**src/rtl/sig_debounce_pkg.sv**
```systemverilog
// rtl/sig_debounce_pkg.sv - shared constants and state encoding for the debouncer
package sig_debounce_pkg;

   localparam int         CNT_W      = 8;
   localparam logic [7:0] GLITCH_MAX = 8'hFF;

   localparam logic [3:0] ST_IDLE_LO = 4'b0001;
   localparam logic [3:0] ST_WAIT_HI = 4'b0010;
   localparam logic [3:0] ST_IDLE_HI = 4'b0100;
   localparam logic [3:0] ST_WAIT_LO = 4'b1000;

   typedef enum logic [3:0] {
      IDLE_LO = ST_IDLE_LO,
      WAIT_HI = ST_WAIT_HI,
      IDLE_HI = ST_IDLE_HI,
      WAIT_LO = ST_WAIT_LO
   } state_t;

endpackage

```
**src/rtl/sync_2ff.sv**
```systemverilog
// rtl/sync_2ff.sv - two-flop level synchronizer with a configurable reset value
module sync_2ff #(
   parameter logic RST_VAL = 1'b0
) (
   input  logic clk,
   input  logic rst,
   input  logic d,
   output logic q
);

   logic meta;

   always_ff @(posedge clk or posedge rst) begin
      if (rst) begin
         meta <= RST_VAL;
         q    <= RST_VAL;
      end else begin
         meta <= d;
         q    <= meta;
      end
   end

endmodule

```
**src/rtl/sig_debounce.sv**
```systemverilog
// rtl/sig_debounce.sv - debouncer: synchronizer, qualification FSM, edge pulses, glitch counter
import sig_debounce_pkg::*;

module sig_debounce #(
   parameter int   STABLE_CNT = 4,
   parameter logic INIT_LVL   = 1'b0
) (
   input  logic       clk,
   input  logic       rst,
   input  logic       din,
   output logic       dout,
   output logic       dout_pe,
   output logic       dout_ne,
   output logic       busy,
   output logic [7:0] glitch_cnt
);

   localparam state_t            INIT_ST  = INIT_LVL ? IDLE_HI : IDLE_LO;
   localparam logic [CNT_W-1:0]  CNT_LAST = CNT_W'(STABLE_CNT - 1);

   logic             s_din;
   state_t           state, state_next;
   logic [CNT_W-1:0] cnt, cnt_next;
   logic             dout_next, pe_next, ne_next;
   logic [7:0]       glitch_next, glitch_inc;

   sync_2ff #(.RST_VAL(INIT_LVL)) u_sync (
      .clk (clk),
      .rst (rst),
      .d   (din),
      .q   (s_din)
   );

   always_ff @(posedge clk or posedge rst) begin
      if (rst) begin
         state      <= INIT_ST;
         cnt        <= '0;
         dout       <= INIT_LVL;
         dout_pe    <= 1'b0;
         dout_ne    <= 1'b0;
         glitch_cnt <= '0;
      end else begin
         state      <= state_next;
         cnt        <= cnt_next;
         dout       <= dout_next;
         dout_pe    <= pe_next;
         dout_ne    <= ne_next;
         glitch_cnt <= glitch_next;
      end
   end

   assign glitch_inc = (glitch_cnt == GLITCH_MAX) ? glitch_cnt : glitch_cnt + 8'd1;
   assign busy       = (state == WAIT_HI) || (state == WAIT_LO);

   // A revert is tested before the count so an abort on the last count still wins.
   always_comb begin
      state_next  = state;
      cnt_next    = cnt;
      dout_next   = dout;
      pe_next     = 1'b0;
      ne_next     = 1'b0;
      glitch_next = glitch_cnt;
      case (state)
         IDLE_LO: begin
            if (s_din) begin
               state_next = WAIT_HI;
               cnt_next   = '0;
            end
         end
         WAIT_HI: begin
            if (!s_din) begin
               state_next  = IDLE_LO;
               cnt_next    = '0;
               glitch_next = glitch_inc;
            end else if (cnt == CNT_LAST) begin
               state_next = IDLE_HI;
               dout_next  = 1'b1;
               pe_next    = 1'b1;
               cnt_next   = '0;
            end else begin
               cnt_next = cnt + 1'b1;
            end
         end
         IDLE_HI: begin
            if (!s_din) begin
               state_next = WAIT_LO;
               cnt_next   = '0;
            end
         end
         WAIT_LO: begin
            if (s_din) begin
               state_next  = IDLE_HI;
               cnt_next    = '0;
               glitch_next = glitch_inc;
            end else if (cnt == CNT_LAST) begin
               state_next = IDLE_LO;
               dout_next  = 1'b0;
               ne_next    = 1'b1;
               cnt_next   = '0;
            end else begin
               cnt_next = cnt + 1'b1;
            end
         end
         default: begin
            state_next = INIT_ST;
            cnt_next   = '0;
         end
      endcase
   end

endmodule

```
**config.mk**
```make
export PLATFORM = sky130hd
export DESIGN_NAME = sig_debounce
export DESIGN_NICKNAME = d
export VERILOG_FILES = /design/src/rtl/sig_debounce_pkg.sv /design/src/rtl/sync_2ff.sv /design/src/rtl/sig_debounce.sv
export SDC_FILE = /design/constraint.sdc
export NUM_CORES = 1
export LEC_CHECK = 0
export CAP_MARGIN = 20
export CORE_ASPECT_RATIO = 0.7
export CORE_MARGIN = 5
export CORE_UTILIZATION = 28
export DETAILED_ROUTE_END_ITERATION = 10
export SLEW_MARGIN = 15
export SYNTH_ARGS = -nofsm -noshare
export SYNTH_HDL_FRONTEND = slang
export SYNTH_SLANG_ARGS = --single-unit
```
**constraint.sdc**
```tcl
create_clock -name clk -period 2.1 [get_ports clk]
set_clock_uncertainty 0.15 [all_clocks]
set_input_delay 0.42 -clock clk [delete_from_list [all_inputs] [get_ports clk]]
set_output_delay 0.42 -clock clk [all_outputs]
set_load 0.01 [all_outputs]
```
==> results.json, run 1 <==
{
  "clk_latency_ns": 0.28,
  "start_util_pct": 28.4,
  "yosysTopAreaCell": "dfrtp_1",
  "hp-start": "u_sync.meta",
  "syn_area_sq_um": 1340,
  "tightest_slew_ns": 0.468,
  "rsz0062_at_grt": "false",
  "gp_congestion": 0.837,
  "cp_slowest_cell": "dfstp_2",
  "core_sq_um": 4700,
  "cts_sinks": 25,
  "r2r_slack_ns": 0.13,
  "netlist.area_leader.share_pct": 44.9,
  "hold_class": "reg -> reg",
  "final_cells": 204,
  "portBuffers": 14,
  "crit_path_start_kind": "flop",
  "holdWs_ns": 0.227,
  "r2r-end": "glitch_cnt[1]",
  "setup_viol_count_final": 0,
  "reg2regPathDepth": 5,
  "finalWirelength_mm": 2.88,
  "max-cap-violations": 0,
  "synthesis.instances": 121,
  "multi_input_area_sq_um": 658,
  "ys_seq_elements": 25,
  "grt_pass1_vias": 1065,
  "pre_cts_slack_ns": 0.119,
  "dieArea_sq_um": 6280,
  "synth-edff-count": 0,
  "ios": 15,
  "slowest_delay_ns": 0.59,
  "die_w_um": 92.6,
  "fillers": 459,
  "p_per_area_nw_per_um2": 949,
  "diodes": 0,
  "synthTopCellsByArea": "dfrtp_1 45%, xor2_1 4.6%, ha_1 2.8%, a21oi_1 2.6%, nand3_1 2.2%",
  "dr.pass1.iters": 4,
  "drive_gt1_share_pct": 19.7,
  "ctsHoldBuffers": 0,
  "arrival_ns": 1.42,
  "place_inst": 199,
  "leakage_nw": 0.686,
  "hpwl_mm": 2.17,
  "clock-root-buffer": "clkbuf_8",
  "fin_tns_setup_ns": 0,
  "grt_overflow": 0,
  "synth_flop_cell": "dfrtp_1",
  "r2r-start": "glitch_cnt[0]",
  "syn_area_per_cell_sq_um": 11.1,
  "path_depth": 3,
  "synth-seq-area-share_pct": 46.9,
  "area_growth_pct": 23.7,
  "dr.max_layer_used": "met4",
  "postSynthNetCount": 127,
  "end_kind": "output port",
  "cts_tree": "yes",
  "power.total_w": 0.00157,
  "crit_buf_inv": 1,
  "drtIter0Drc": 40,
  "seq_area_sq_um": 627,
  "dr_wl_met2_mm": 1.32,
  "vias": 1037,
  "clock.fmax_ghz": 0.502,
  "wl_met3_um": 101,
  "min_period_ns": 1.99,
  "path_class": "reg -> out",
  "antenna_found_initial": 0,
  "grt_pass1_wl_mm": 5.02,
  "hold_end": "u_sync.q",
  "hold_depth": 0,
  "outcome": "finished, final reports clean",
  "htree_levels": 1,
  "hold_viol": 0,
  "period_share_pct": 94.8,
  "met1_length_mm": 1.43,
  "die_h_um": 67.8,
  "maxSlewViolCount": 0,
  "fin_nets": 154,
  "synth_async_sr_flop_share_pct": 100,
  "ir_worst_vdd_mv": 0.327,
  "drc": 0,
  "grt_usage_pct": 10.1,
  "rows": 21,
  "ys_types": 50,
  "setup_ws_ns": 0.110,
  "ant_nets": 0,
  "wl_per_cell_um": 14.1,
  "relSlewSlack_pct": 68.8,
  "via_per_inst": 5.08,
  "clockBufferDepth": 2,
  "cts_inserted_buffers": 3,
  "crit_family": "flip-flops",
  "path_cells": "or2_1, nor2_1, dlygate4sd2_1",
  "critPathRequiredTime_ns": 1.53,
  "clk_pin_slew_worst_paths_ns": 0.10,
  "path_max_fanout": 7,
  "grt_max_degree": 17,
  "yosysWarnings": 0
}
[worst max-delay path by stage]
stage	from	endpoint
final	state[0]	busy
after global routing	state[0]	cnt[3]
after CTS	state[0]	busy
after detailed placement	state[2]	busy
after global placement	glitch_cnt[0]	glitch_cnt[1]
after floorplan	glitch_cnt[0]	glitch_cnt[1]
[timing repair]
item	in CTS	in global routing
gates resized for setup	1	2
pin swaps	1	0
cloned	0	0
endpoints found under the setup margin	1	2
buffers inserted	1	0
[final cells by class]
type	instances	area share, %
sequential	25	37.9
inverter	3	0.681
multi-input combinational	88	39.8
timing repair buffer	27	14.3
tap	57	4.31
clock inverter	1	0.529
clock buffer	3	2.50
[logic make-up (layout without fill, tap and decap cells)]
logic type | after synthesis | in the layout | share of synthesized area [%]
flip-flops | 25 | 25 | 46.9
buffers and inverters | 8 | 34 | 4.02
AND/OR/NAND/NOR | 49 | 49 | 23.9
multiplexers | 2 | 2 | 1.68
adder cells (fa/ha/maj) | 3 | 3 | 2.81
AO/OA/AOI/OAI | 26 | 26 | 15.5
XOR/XNOR | 8 | 8 | 5.24
[state kept, by name, summed over array words and instances, names as in the netlist]
name and cells:
glitch_cnt 8, state 4, dout_pe 1, dout 1, cnt 8, dout_ne 1
u_sync.q 1, u_sync.meta 1
[worst register-to-register path: cells and delay by family, from the launching register on]
kind / cells / cell delay, ns
compound gates: 1 / 0.39
fa+ha+maj: 1 / 0.22
flops: 1 / 0.43
simple gates: 2 / 0.37
mux: 1 / 0.33
[where the power goes]
part / switching, W / internal [W] / total [W]
sequential: 0.0000893 / 0.000560 / 0.000650
combinational: 0.000294 / 0.000313 / 0.000608
clock: 0.000173 / 0.000139 / 0.000313
[synth_stat cells (all sizes together) (2+ instances only)]
cell / n
nor3b: 2
and3: 2
xor2: 7
nor3: 4
o21ai: 4
nor2: 5
nor4: 3
o31ai: 2
nand3: 6
mux2: 2
nor4b: 2
or3b: 2
nand4: 2
nand3b: 4
or4: 3
or2: 2
a211o: 2
nand2b: 2
or3: 3
a21oi: 9
buf: 5
nand2: 5
ha: 3
inv: 3
a211oi: 2
dfrtp: 24
[layer usage]
metal	track usage (%)	vias up
met5	0	-
met4	2.19	0
met3	2.53	2
met2	16.8	14
met1	13.5	521
li1	-	500
[placed cells by master, fill, tap and decap left out, types with 2 or more instances in the layout]
master	synthesis	layout
clkdlybuf4s50_1	0	13
or4_1	3	3
nand2_1	5	5
a21oi_1	7	7
nand3b_1	4	4
or3_1	3	3
dfrtp_1	24	24
nor3_1	4	4
o31ai_1	2	2
and3_1	2	2
buf_4	2	13
inv_1	3	3
clkbuf_8	0	3
nand4_1	2	2
o21ai_0	3	3
nor3b_1	2	2
nand3_1	6	6
xor2_1	7	7
nand2b_1	2	2
nor2_1	4	4
ha_1	3	3
nor4b_1	2	2
[metrics by stage]
step	area, sq um	utilization, %
floorplan	1340	-
global placement	1600	33.9
detailed placement	1600	33.9
CTS	1650	35.1
global route	1650	35.2
finish	1650	35.2
No activity file was read; power rests on OpenSTA's default activity.
==> run 2: changes to the inputs <==
--- a/config.mk
+++ b/config.mk
@@ -10,6 +10,8 @@
 export CORE_MARGIN = 5
 export CORE_UTILIZATION = 28
 export DETAILED_ROUTE_END_ITERATION = 10
+export DONT_BUFFER_PORTS = 1
+export PLACE_DENSITY_LB_ADDON = 0.25
 export SLEW_MARGIN = 15
 export SYNTH_ARGS = -nofsm -noshare
 export SYNTH_HDL_FRONTEND = slang
==> run 2 against run 1 <==
  * Die area did not move
  * Combinational power fell by 13%
  * Count of clock-buffer cells in the layout did not move
  * Via count shrank 5.4%
  * Worst hold slack got worse by 0.0044 ns
  * Routed wire length decreased by 9.5%
==> results.json, run 2 (synthesized netlist as in run 1, its figures left out) <==
{
  "multi_input_area_sq_um": 659,
  "grt_max_degree": 26,
  "cts_tree": "yes",
  "fin_tns_setup_ns": 0,
  "period_share_pct": 95.3,
  "pre_cts_slack_ns": 0.164,
  "arrival_ns": 1.43,
  "clk_latency_ns": 0.28,
  "rows": 21,
  "drc": 0,
  "crit_path_start_kind": "flop",
  "portBuffers": 0,
  "end_kind": "output port",
  "final_common_cell": "dfrtp_1",
  "grt_overflow": 0,
  "wl_met3_um": 171,
  "rsz0062_at_grt": "false",
  "dieArea_sq_um": 6280,
  "final_area_sq_um": 1540,
  "tightest_slew_ns": 0.460,
  "antenna_found_initial": 0,
  "path_class": "reg -> out",
  "diodes": 0,
  "placed_area_sq_um": 1470,
  "grt_usage_pct": 9.47,
  "wl_per_cell_um": 13.5,
  "clock.fmax_ghz": 0.500,
  "start_util_pct": 28.4,
  "post_cts_buffers": 0,
  "fillers": 460,
  "ios": 15,
  "dr.max_layer_used": "met4",
  "htree_levels": 1,
  "seq_area_sq_um": 628,
  "ant_nets": 0,
  "cts_sinks": 25,
  "holdWs_ns": 0.223,
  "finalWirelength_mm": 2.61,
  "leakage_nw": 0.640,
  "vias": 981,
  "biggestRegsByFlops": "cnt (8), glitch_cnt (8), state (4)",
  "dr_wl_met2_mm": 1.17,
  "outcome": "finished, final reports clean",
  "gp_congestion": 0.766,
  "p_per_area_nw_per_um2": 950,
  "maxSlewViolCount": 0,
  "dr.pass1.iters": 4,
  "clk_pin_slew_worst_paths_ns": 0.09,
  "critPathRequiredTime_ns": 1.53,
  "layout_common_cells": "23 x dfrtp_1, 14 x buf_4, 7 x a21oi_1, 7 x xor2_1, 6 x nand3_1",
  "area_growth_pct": 15.4,
  "path_max_fanout": 9,
  "core_sq_um": 4700,
  "cts_inserted_buffers": 3,
  "min_period_ns": 2.00,
  "clockBufferDepth": 2,
  "power.total_w": 0.00147,
  "die_h_um": 67.8,
  "setup_ws_ns": 0.0991,
  "max-cap-violations": 0,
  "ir_worst_vdd_mv": 0.503,
  "relSlewSlack_pct": 69.1,
  "drive_gt1_share_pct": 23.5,
  "via_per_inst": 5.08,
  "grt_pass1_wl_mm": 4.72,
  "grt_pass1_vias": 1025,
  "hpwl_mm": 2.01,
  "drtIter0Drc": 38,
  "clock-root-buffer": "clkbuf_8",
  "fin_nets": 143,
  "hold_viol": 0,
  "die_w_um": 92.6,
  "hold_class": "reg -> reg",
  "met1_length_mm": 1.25,
  "setup_viol_count_final": 0
}
-- run 2: cell count changes in the layout (fill, tap and decap cells not counted) --
cell,before,now
dfrtp_2,0,1
dfrtp_1,24,23
dlygate4sd3_1,0,2
a2111oi_0,0,1
clkinvlp_4,0,1
nor2_2,1,2
a2111oi_1,1,0
dlygate4sd2_1,1,0
buf_4,13,14
clkdlybuf4s50_1,13,0
nor2_1,4,3
inv_6,1,0
-- run 2: through the flow --
stage	util [%]	std cells
global route	32.8	193
detailed placement	31.3	187
floorplan	-	121
global placement	31.3	187
finish	32.8	193
CTS	32.8	193
-- run 2: per-layer routing --
metal	vias to the layer above	global-route usage (%)
met3	5	3.41
met2	19	15.3
met1	479	12.2
li1	478	-
met5	-	0
met4	0	2.56
-- run 2: repair_timing --
action                                  in CTS  in global routing
endpoints found under the setup margin       1                  1
pin swaps                                    0                  0
gates cloned                                 0                  0
endpoints found under the hold margin       25                  0
resized for setup                            1                  2
hold buffers                                 2                  0
-- run 2: final timing paths --
kind,slack (ns),cells after the start,to,start
setup / recovery,0.1,3,busy,state[2]
hold / removal,0.22,0,u_sync.q,u_sync.meta
setup reg to reg,0.17,5,cnt[5],state[0]
hold reg to reg,0.22,0,u_sync.q,u_sync.meta
max in group asynchronous,1.04,3,state[0],rst
min in group asynchronous,0.48,3,glitch_cnt[0],rst
-- run 2: area by class of cell --
type | count | area share (%)
clock buffers | 3 | 2.67
clock inverters | 1 | 0.486
inverters | 3 | 0.729
multi-input cells | 88 | 42.7
flip-flops and latches | 25 | 40.7
well taps | 57 | 4.62
repair buffers | 16 | 8.10
-- run 2: worst max-delay path, cell delays in order, from the launching register on --
cell and delay, ns:
dfrtp_2 0.46, or2_1 0.31, buf_4 0.19, nor2_2 0.20
-- run 2: power by group --
group | internal [W] | total (W) | switching [W]
clock | 0.000135 | 0.000292 | 0.000158
combinational | 0.000240 | 0.000531 | 0.000291
sequential | 0.000561 | 0.000644 | 0.0000831
total | 0.000935 | 0.00147 | 0.000532
==> run 3: changes to the inputs <==
--- a/config.mk
+++ b/config.mk
@@ -9,6 +9,7 @@
 export CORE_ASPECT_RATIO = 0.7
 export CORE_MARGIN = 5
 export CORE_UTILIZATION = 28
+export CTS_CLUSTER_SIZE = 25
 export DETAILED_ROUTE_END_ITERATION = 10
 export DONT_BUFFER_PORTS = 1
 export PLACE_DENSITY_LB_ADDON = 0.25
==> results of run 3 <==
Final layout, timing and power as in run 2 (identical DEF).
